[src/rtl/stage4_mem.sv]
// MEM stage of the five-stage MIPS pipeline: data-memory access over a req/ack
// port with a bounded wait, branch resolution, and the MEM/WB pipeline register.
module stage4_mem #(
  parameter int TIMEOUT = 15,
  parameter int CNT_W   = 4
) (
  input  logic        clk,
  input  logic        rst_n,
  input  logic [31:0] pc4,
  input  logic [31:0] alurslt,
  input  logic        zero,
  input  logic [31:0] data2,
  input  logic [4:0]  wrreg,
  input  logic        branch,
  input  logic        memread,
  input  logic        memwrite,
  input  logic        memtoreg,
  input  logic        regwrite,
  output logic        stall,
  output logic        pcsrc,
  output logic [31:0] baddr,
  output logic        dm_req,
  output logic        dm_we,
  output logic [31:0] dm_addr,
  output logic [31:0] dm_wdata,
  input  logic [31:0] dm_rdata,
  input  logic        dm_ack,
  output logic [31:0] rdata_out,
  output logic [31:0] alurslt_out,
  output logic [4:0]  wrreg_out,
  output logic        memtoreg_out,
  output logic        regwrite_out,
  output logic        bus_err,
  output logic        state_dbg
);

  // Handshake: dm_req rises on the edge leaving IDLE and stays high (with
  // dm_addr/dm_wdata/dm_we stable) until the edge on which dm_ack is sampled
  // high or the wait budget runs out; dm_ack outside ACCESS has no effect.
  localparam logic [0:0] IDLE   = 1'b0;
  localparam logic [0:0] ACCESS = 1'b1;

  logic [0:0]       state;
  logic [CNT_W-1:0] counter;
  logic [4:0]       wrreg_q;
  logic             memtoreg_q;
  logic             regwrite_q;
  logic             mem_op;
  logic             timeout;

  assign mem_op    = memread | memwrite;
  assign timeout   = (state == ACCESS) && (counter == CNT_W'(TIMEOUT - 1));
  assign pcsrc     = branch & zero & ~stall;
  assign baddr     = pc4;
  assign state_dbg = state;

  always_comb begin
    stall = 1'b0;
    if (state == IDLE) stall = mem_op;
    else               stall = ~dm_ack & ~timeout;
  end

  always_ff @(posedge clk or negedge rst_n) begin
    if (!rst_n) begin
      state        <= IDLE;
      counter      <= '0;
      dm_req       <= 1'b0;
      dm_we        <= 1'b0;
      dm_addr      <= '0;
      dm_wdata     <= '0;
      bus_err      <= 1'b0;
      wrreg_q      <= '0;
      memtoreg_q   <= 1'b0;
      regwrite_q   <= 1'b0;
      rdata_out    <= '0;
      alurslt_out  <= '0;
      wrreg_out    <= '0;
      memtoreg_out <= 1'b0;
      regwrite_out <= 1'b0;
    end else begin
      bus_err <= 1'b0;
      case (state)
        IDLE: begin
          if (mem_op) begin
            // A store wins when both memread and memwrite are set.
            dm_addr      <= alurslt;
            dm_wdata     <= data2;
            dm_we        <= memwrite;
            wrreg_q      <= wrreg;
            memtoreg_q   <= memtoreg;
            regwrite_q   <= regwrite;
            dm_req       <= 1'b1;
            counter      <= '0;
            memtoreg_out <= 1'b0;
            regwrite_out <= 1'b0;
            state        <= ACCESS;
          end else begin
            alurslt_out  <= alurslt;
            wrreg_out    <= wrreg;
            memtoreg_out <= memtoreg;
            regwrite_out <= regwrite;
          end
        end
        ACCESS: begin
          if (dm_ack) begin
            if (!dm_we) rdata_out <= dm_rdata;
            alurslt_out  <= dm_addr;
            wrreg_out    <= wrreg_q;
            memtoreg_out <= memtoreg_q;
            regwrite_out <= regwrite_q;
            dm_req       <= 1'b0;
            state        <= IDLE;
          end else if (timeout) begin
            // Abandoned access retires as a bubble with an error pulse.
            bus_err      <= 1'b1;
            memtoreg_out <= 1'b0;
            regwrite_out <= 1'b0;
            dm_req       <= 1'b0;
            state        <= IDLE;
          end else begin
            counter <= counter + CNT_W'(1);
          end
        end
        default: state <= IDLE;
      endcase
    end
  end

endmodule
[config.mk]
export PLATFORM = sky130hd
export DESIGN_NAME = stage4_mem
export DESIGN_NICKNAME = d
export VERILOG_FILES = /design/src/rtl/stage4_mem.sv
export SDC_FILE = /design/constraint.sdc
export NUM_CORES = 1
export LEC_CHECK = 0
export CAP_MARGIN = 20
export CORE_ASPECT_RATIO = 1.75
export CORE_UTILIZATION = 41
export CTS_CLUSTER_DIAMETER = 60
export DETAILED_ROUTE_END_ITERATION = 16
export MAX_ROUTING_LAYER = met4
export PLACE_DENSITY = 0.81
export SLEW_MARGIN = 25
export SYNTH_ARGS = -nofsm -noshare
export SYNTH_HDL_FRONTEND = slang
export SYNTH_SLANG_ARGS = --single-unit
[constraint.sdc]
create_clock -name clk -period 1.81 [get_ports clk]
set_input_delay 0.181 -clock clk [delete_from_list [all_inputs] [get_ports clk]]
set_output_delay 0.181 -clock clk [all_outputs]
set_load 0.02 [all_outputs]
==> results.yml <==
outcome:
  outcome: "completed"
sta:
  fmax_mhz: 582
  min_period_over_period: 0.950
  clock_skew_ns: 0.00824
  finalSetupViolations: 0
  finalHoldViolations: 0
  fin_hold_ws_ns: 0.269
  drv_slew: 0
  tns_ns: 0
  worst_pin_slew_ns: 0.508
  min_period_ns: 1.72
  slew_headroom: 0.661
cells_and_area:
  num_antenna_cells: 0
  final_area_um2: 9710
  nets: 794
  final_layout_size_suffix_gt1_frac: 0.362
  syn_to_final_growth_pct: 49.4
logic_synthesis:
  synth_seq_area_share: 0.577
  ys_ff_latch: 150
  netlist_instances: 412
  syn_avg_cell_area_um2: 15.8
  yosysTopAreaCell: "dfrtp_1"
  synth_fp_nets: 556
  synth.distinct_cells: 23
  yosysTopAreaCellShare: 0.577
  synth.area.top_cells: "dfrtp_1 (58%), mux2_2 (25%), mux2_4 (7.6%)"
  yosysWarnings: 0
  netlist_area_um2: 6500
routing:
  viasPerCell: 5.09
  drt_iter0_drc: 89
  drt.antenna.violating_nets: 0
  vias: 4325
  wl_um: 16700
  wl_per_cell_um: 19.6
  drc: 0
  first_pass_iters: 4
run:
  maxCapViolCount: 0
setup_path:
  crit_path_end_kind: "output port"
  cp.arrival_ns: 1.54
  critPathKind: "reg -> out"
  critPathRequiredTime_ns: 1.63
  crit_fanout: 3
  cp-start-kind: "flip-flop"
  reg2reg_depth: 4
die:
  dieArea_um2: 16400
  rows: 60
  die_y_um: 169
  core_um2: 15500
  die_w_um: 97.2
  initial_core_util: 0.420
  pin_count: 315
cts:
  path_clk_slew_ns: 0.07
  clock-root-buffer: "clkbuf_16"
  clock-sinks: 150
  htree_num_levels: 4
  cts_made_buffers: 17
  clockBufferDepth: 2
  clock_latency_ns: 0.41
  cts_tree: "yes"
global_routing:
  grt_use_met3: 0.0400
  antenna_found_initial: 0
  top_usage_layer: "met2"
  grt_max_degree: 52
  grt_pass1_vias: 4945
  grt_first_pass_wirelength_um: 26600
  track_usage: 0.216
  use_met1: 0.218
  overflow: 0
  grt_use_met2: 0.383
power_and_ir_drop:
  ir_worst_vdd_mv: 1.04
  leakage_nw: 4.11
  power_density_nw_per_um2: 1760
  finalPower_mw: 17.1
hold_path:
  min_path_type: "in -> async"
place:
  gp_congestion: 0.749
  placed_area_um2: 9080
  portBuffers: 250
  post-dp-hpwl_um: 12300
## layout make-up
class / instances / area [um2]
Inverter: 1 / 3.75
Fill cell: 1153 / 5750
Clock inverter: 12 / 165
Multi-Input combinational cell: 209 / 2380
Clock buffer: 20 / 447
Sequential cell: 150 / 3750
Timing Repair Buffer: 271 / 2730
Tap cell: 186 / 233
## cell usage in the layout, fill, tap and decap left out, drive strengths merged
cell type and n:
and4 1, clkdlybuf4s50 247, and3 3, dfrtp 150, inv 6, nand3 2
clkinvlp 3, buf 23, a21o 1, nand2b 2, nor2 3, o21bai 1
bufinv 3, dlygate4sd3 1, o211ai 3, a21bo 1, a32o 1, mux2 179
clkinv 1, ha 2, a221o 2, nor3 1, clkbuf 20, nand2 1
nand3b 2, o21ai 4
## sequential cells by signal, summed over array words and instances, names as in the netlist
name and count:
counter 4, alurslt_out 32, rdata_out 32, state_dbg 1
dm_req 1, memtoreg_out 1, dm_wdata 32, dm_we 1
memtoreg_q 1, dm_addr 32, regwrite_out 1, wrreg_out 5
wrreg_q 5, bus_err 1, regwrite_q 1
## routing by layer
layer	vias to the layer above	routed length (um)
li1	1906	-
met1	2149	5760
met2	191	9080
met3	79	829
met4	0	999
met5	-	0
## per-stage QoR
stage               cells  worst slack [ns]  utilization
detailed placement    815            -0.101        0.587
finish                849            0.0905        0.628
global route          849          -0.00587        0.628
floorplan             412             0.232            -
global placement      815           -0.0691        0.587
CTS                   849           0.00366        0.627
## kinds of logic (layout without fill, tap and decap cells)
kind of cell,count (synthesis),in the layout,synth area share
buffers and inverters,53,304,0.0591
adders and majority gates,2,2,0.00385
and+or+nand+nor,15,15,0.0139
AOI/OAI and AO/OA,13,13,0.0167
DFF,150,150,0.577
muxes,179,179,0.329
## final timing paths
path	slack, ns	from	to
hold / removal	0.27	rst_n	rdata_out[14]$_DFFE_PN0P_
min in group clk	0.36	pc4[13]	baddr[13]
setup reg to reg	0.21	state_dbg$_DFF_PN0_	wrreg_out[2]$_DFFE_PN0P_
setup / recovery	0.09	counter[0]$_DFFE_PN0P_	pcsrc
hold reg to reg	0.49	dm_req$_DFFE_PN0P_	dm_req$_DFFE_PN0P_
max in group asynchronous	0.77	rst_n	dm_addr[11]$_DFFE_PN0P_
## worst max-delay path: stages (launching register included)
cell	delay [ns]
dfrtp_1	0.38
inv_1	0.07
ha_2	0.19
nand3_2	0.11
nand2b_4	0.09
and4_1	0.17
buf_4	0.14
## cells in the mapped netlist
master and n:
mux2_2 146, nor2_1 3, nand2_1 1, buf_6 6, dfrtp_1 150, nand3_1 2
o21ai_0 4, and4_1 1, a32o_1 1, nand2b_1 2, a21o_1 1, a21bo_2 1
nand3b_1 2, mux2_4 33, and3_1 3, inv_1 1, buf_4 33, o211ai_1 3
o21bai_4 1, buf_2 13, nor3_2 1, a221o_1 2, ha_1 2
## power by group
part / switching (mW) / internal [mW] / leakage (nW)
clock network: 1.45 / 2.23 / 0.289
registers: 0.858 / 4.77 / 1.76
logic: 3.43 / 4.32 / 2.06
total: 5.74 / 11.3 / 4.11
## repair_timing
action / 4_1_cts / 5_1_grt
resized for setup: 7 / 5
pin swaps: 0 / 1
endpoints found under the hold margin: 46 / 0
setup endpoints to repair: 2 / 2
hold buffers: 1 / 0
buffers inserted: 1 / 0
No activity file was read; power rests on OpenSTA's default activity.
